`src/rtl/data_mem_arbiter.sv`:
```
// data_mem_arbiter: shares one single-ported data memory between the core and a DMA master,
// core first, with a starvation limit that eventually forces a DMA grant.
module data_mem_arbiter #(
  parameter int ADDR_W = 32,
  parameter int DATA_W = 32,
  parameter int STARVE_LIMIT = 4
) (
  input  logic              clk,
  input  logic              reset,
  input  logic [ADDR_W-1:0] core_addr,
  input  logic [DATA_W-1:0] core_wdata,
  input  logic              core_write,
  input  logic              core_read,
  output logic [DATA_W-1:0] core_rdata,
  output logic              core_stall,
  input  logic              dma_req,
  input  logic              dma_we,
  input  logic [ADDR_W-1:0] dma_addr,
  input  logic [DATA_W-1:0] dma_wdata,
  output logic              dma_gnt,
  output logic [DATA_W-1:0] dma_rdata,
  output logic              m_req,
  output logic              m_we,
  output logic [ADDR_W-1:0] m_addr,
  output logic [DATA_W-1:0] m_wdata,
  input  logic              m_ready,
  input  logic [DATA_W-1:0] m_rdata
);
  typedef enum logic [1:0] {IDLE, CORE_BUSY, DMA_BUSY} state_t;
  state_t state, state_nx;
  logic [3:0] starve_cnt;
  logic [DATA_W-1:0] core_hold, dma_hold;
  logic core_req, core_done, dma_done, grant_core, grant_dma;
  assign core_req   = core_read | core_write;
  assign core_done  = state == CORE_BUSY && m_ready;
  assign dma_done   = state == DMA_BUSY && m_ready;
  // Core wins a contested IDLE cycle until it has starved the DMA STARVE_LIMIT times in a row.
  assign grant_core = state == IDLE && core_req && !(dma_req && starve_cnt >= 4'(STARVE_LIMIT));
  assign grant_dma  = state == IDLE && dma_req && !grant_core;
  assign m_req      = state != IDLE;
  assign core_stall = core_req && !core_done;
  assign core_rdata = core_done && !m_we ? m_rdata : core_hold;
  assign dma_gnt    = dma_done;
  assign dma_rdata  = dma_done ? m_rdata : dma_hold;
  always_comb begin
    state_nx = state;
    if (grant_core) state_nx = CORE_BUSY;
    else if (grant_dma) state_nx = DMA_BUSY;
    else if (core_done || dma_done) state_nx = IDLE;
  end
  always_ff @(posedge clk) begin
    if (reset) begin
      state      <= IDLE;
      starve_cnt <= '0;
      m_we       <= 1'b0;
      m_addr     <= '0;
      m_wdata    <= '0;
      core_hold  <= '0;
      dma_hold   <= '0;
    end else begin
      state <= state_nx;
      if (grant_core) begin
        starve_cnt <= dma_req ? starve_cnt + 4'd1 : 4'd0;
        m_we       <= core_write;
        m_addr     <= core_addr;
        m_wdata    <= core_wdata;
      end
      if (grant_dma) begin
        starve_cnt <= '0;
        m_we       <= dma_we;
        m_addr     <= dma_addr;
        m_wdata    <= dma_wdata;
      end
      if (core_done && !m_we) core_hold <= m_rdata;
      if (dma_done) dma_hold <= m_rdata;
    end
  end
endmodule

```
`config.mk`:
```
export PLATFORM = sky130hd
export DESIGN_NAME = data_mem_arbiter
export DESIGN_NICKNAME = d
export VERILOG_FILES = /design/src/rtl/data_mem_arbiter.sv
export SDC_FILE = /design/constraint.sdc
export NUM_CORES = 1
export LEC_CHECK = 0
export CAP_MARGIN = 20
export CORE_AREA = 2 2 168 88
export CTS_BUF_LIST = sky130_fd_sc_hd__clkbuf_4
export CTS_CLUSTER_DIAMETER = 50
export CTS_CLUSTER_SIZE = 25
export DETAILED_ROUTE_END_ITERATION = 8
export DIE_AREA = 0 0 170 90
export PLACE_DENSITY = 0.77
export RECOVER_POWER = 100
export SLEW_MARGIN = 10
export SYNTH_ARGS = -nofsm -noshare
export SYNTH_HDL_FRONTEND = slang
export SYNTH_SLANG_ARGS = --single-unit
```
`constraint.sdc`:
```
create_clock -name clk -period 1.78 [get_ports clk]
set_input_delay 0.178 -clock clk [delete_from_list [all_inputs] [get_ports clk]]
set_output_delay 0.178 -clock clk [all_outputs]
set_load 0.01 [all_outputs]
```
==> summary.md <==
| Metric | Value |
|---|---|
| Post-synthesis sequential area ratio | `50.2%` |
| Setup tns final | `-23.13 ns` |
| M1 GR Usage | `between 20 and 30%` |
| Die Y | `roughly 90 um` |
| Iteration-0 DRC Markers | `220` |
| First-pass detailed-route iteration total | `5` |
| Failing checks | `negative setup slack` |
| Total Wirelength | `approximately 18 mm` |
| Number of synthesized register bits | `approximately 140` |
| Final hold violation count | `0` |
| Die X | `170 um` |
| R2R depth | `6` |
| Gr ovfl total | `0` |
| Max-slew violation count | `0` |
| Syn Area/Cell | `around 10 um2` |
| Met3 Use GR | `about 6.5%` |
| Port bufs | `about 300` |
| Top_reg_cell synth | `dfxtp_1` |
| Minimum clock period | `about 2.2 ns` |
| Clock skew | `~0.018 ns` |
| Ratio of cells with drive above 1 in the final layout | `a little over a quarter` |
| Count of final setup violators | `65` |
| Worst Setup Path Type | `flop to output pin` |
| TritonCTS clock tree | `built` |
| Critical Path RT | `1.60 ns` |
| Die area | `~15000 um2` |
| RSZ-0062 raised after global routing | `true` |
| Pwr per Cell Area | `around 760 nW/um2` |
| Area contributors post-synth | `dfxtp_1 50%, nand2_1 9.3%, a22oi_1 9.2%` |
| Pin count of the biggest net entering global routing | `between 60 and 70` |
| Crit-path max FO | `8` |
| Peak supply drop | `between 0.0004 and 0.0005 V` |
| Gr busiest metal | `met2` |
| Clk_lat worst skew | `approximately 0.51 ns` |
| Via-to-Cell Ratio | `approximately 4.8` |
| Worst Hold Class | `input port to flop` |
| Root buf cell | `clkbuf_4` |
| Leakage power | `4.37 nW` |
| Worst-margin pin slew | `0.532 ns` |
| Clock buffer depth | `2` |
| Layout area overhead | `82.2%` |
| Starting Density | `about two fifths` |
| CP Capture Type | `output pin` |
| Startpoint Class | `flop` |
| YS warnings | `0` |
| Hold slack final | `between 0.2 and 0.3 ns` |
| Status | `finished, violations left` |
| Post-synth EDFFs | `0` |
| Yosys top cell area share | `between 50% and 60%` |
| Asr flop ratio synth | `0%` |
| Gate Count Post-Synth | `approximately 540` |
| GP Congestion | `0.795` |
| Nets | `1057` |
| DRC | `0` |
| Reg clk slew, reported paths | `approximately 0.12 ns` |
| Core Region | `14000 um2` |
| Hold path depth | `3` |
| Final worst slack | `-0.433 ns` |
| Data arrival time of the worst path | `2.03 ns` |
| First-pass GRT wire length | `around 27 mm` |
| Netlist cell types | `35` |
| Slew HR | `around 64%` |
| Routed Antenna Nets | `0` |
| Vias | `5152` |
| Site row count | `31` |
| Crit share post-route | `124%` |
| Num CTS Buffers | `17` |
| Max_cap viols | `0` |
| Clock sink count | `roughly 140` |
| Antenna violations before repair | `0` |
| Yosys top cell by area | `dfxtp_1` |
| IO Pins | `299` |
| Drt wl/cell | `between 15 and 20 um` |
| Met2 usage | `around two fifths` |
| Synth cell count leaders | `135 x dfxtp_1, 133 x nand2_1, 66 x a22oi_1` |
| Post-Syn Area | `5380 um2` |
| GRT Total Usage | `22.9%` |
| Max Freq | `around 450 MHz` |
| Syn_nets | `705` |
| Top-count cell post-synth | `dfxtp_1` |
| ANT cells | `0` |
| H-tree depth | `4` |
| Vias in the first global route | `approximately 5.3k` |
| Hold_buf cts | `0` |
| DP HPWL | `12.4 mm` |
[registers in the layout, indices dropped and copies added, names as in the netlist]
register    cells
dma_hold       32
core_hold      32
m_wdata        32
m_addr         32
state           2
starve_cnt      4
m_we            1
[worst max-delay path: stages, from the launching register on]
cell,delay [ns]
dfxtp_4,0.38
nor4b_4,0.30
buf_6,0.18
buf_16,0.14
buf_6,0.10
mux2_4,0.30
buf_6,0.12
[per-stage QoR]
stage | power, mW | setup WS [ns] | cell area [um2] | std cells | util (%)
after floorplan | 4.04 | 0.147 | 5380 | 537 | -
after global placement | 5.13 | -0.551 | 8750 | 1008 | 62.7
after detailed placement | 5.18 | -0.624 | 8750 | 1008 | 62.7
after CTS | 7.45 | -0.502 | 9600 | 1069 | 68.7
after global routing | 7.79 | -0.536 | 9810 | 1080 | 70.3
final | 7.45 | -0.433 | 9810 | 1080 | 70.3
[cell usage in the layout (no fill, tap or decap), drive strengths merged, types with 2 or more instances in the layout]
cell	n
clkinvlp	4
clkinv	4
a22oi	66
inv	8
buf	135
a21oi	5
clkdlybuf4s50	231
bufinv	3
xnor2	2
dfxtp	135
nor2	2
or3	3
mux2	64
nand2	133
and2	64
nor3	6
clkbuf	19
nor4	2
[routing by layer]
metal	share of wire [%]	routed length, um	up-vias
li1	-	-	2524
met1	43	7730	2428
met2	49	8960	174
met3	6.5	1180	26
met4	1.4	259	0
met5	0	0	-
[final timing paths]
path | slack [ns] | startpoint | end
worst max-delay path | -0.43 | state[1] | core_rdata[15]
worst max register to register | 0.05 | state[1] | core_hold[18]
worst min register to register | 0.45 | m_wdata[20] | m_wdata[20]
worst min-delay path | 0.25 | core_wdata[2] | m_wdata[2]
[area by class of cell]
type | count | area [um2]
timing repair buffer | 369 | 3930
tap | 181 | 226
fill | 1012 | 4150
multi-input combinational | 359 | 2640
inverter | 7 | 28.8
sequential | 135 | 2710
clock inverter | 12 | 156
clock buffer | 17 | 128
[cells by family after synthesis]
| logic type | Yosys count | share of synthesized area (%) |
|---|---|---|
| adder cells (fa/ha/maj) | 1 | 0.232 |
| XOR/XNOR | 2 | 0.325 |
| multiplexers | 64 | 15.4 |
| flip-flops | 135 | 50.2 |
| AND/OR/NAND/NOR | 216 | 19.3 |
| AO/OA/AOI/OAI | 76 | 10.3 |
| buffers and inverters | 43 | 4.21 |
[power breakdown]
group,internal [mW],total (mW),switching [mW],leakage (nW)
Clock,0.953,2.06,1.11,0.142
Combinational,1.25,2.03,0.781,3.12
Sequential,3.24,3.35,0.107,1.11
Total,5.45,7.45,2.00,4.37
[timing repair]
action,CTS,global route
pin swaps,1,5
buffers inserted,27,14
setup endpoints to repair,68,105
resized for setup,383,38
cloned,5,1
Note: power is estimated with default switching activity, not from simulation.
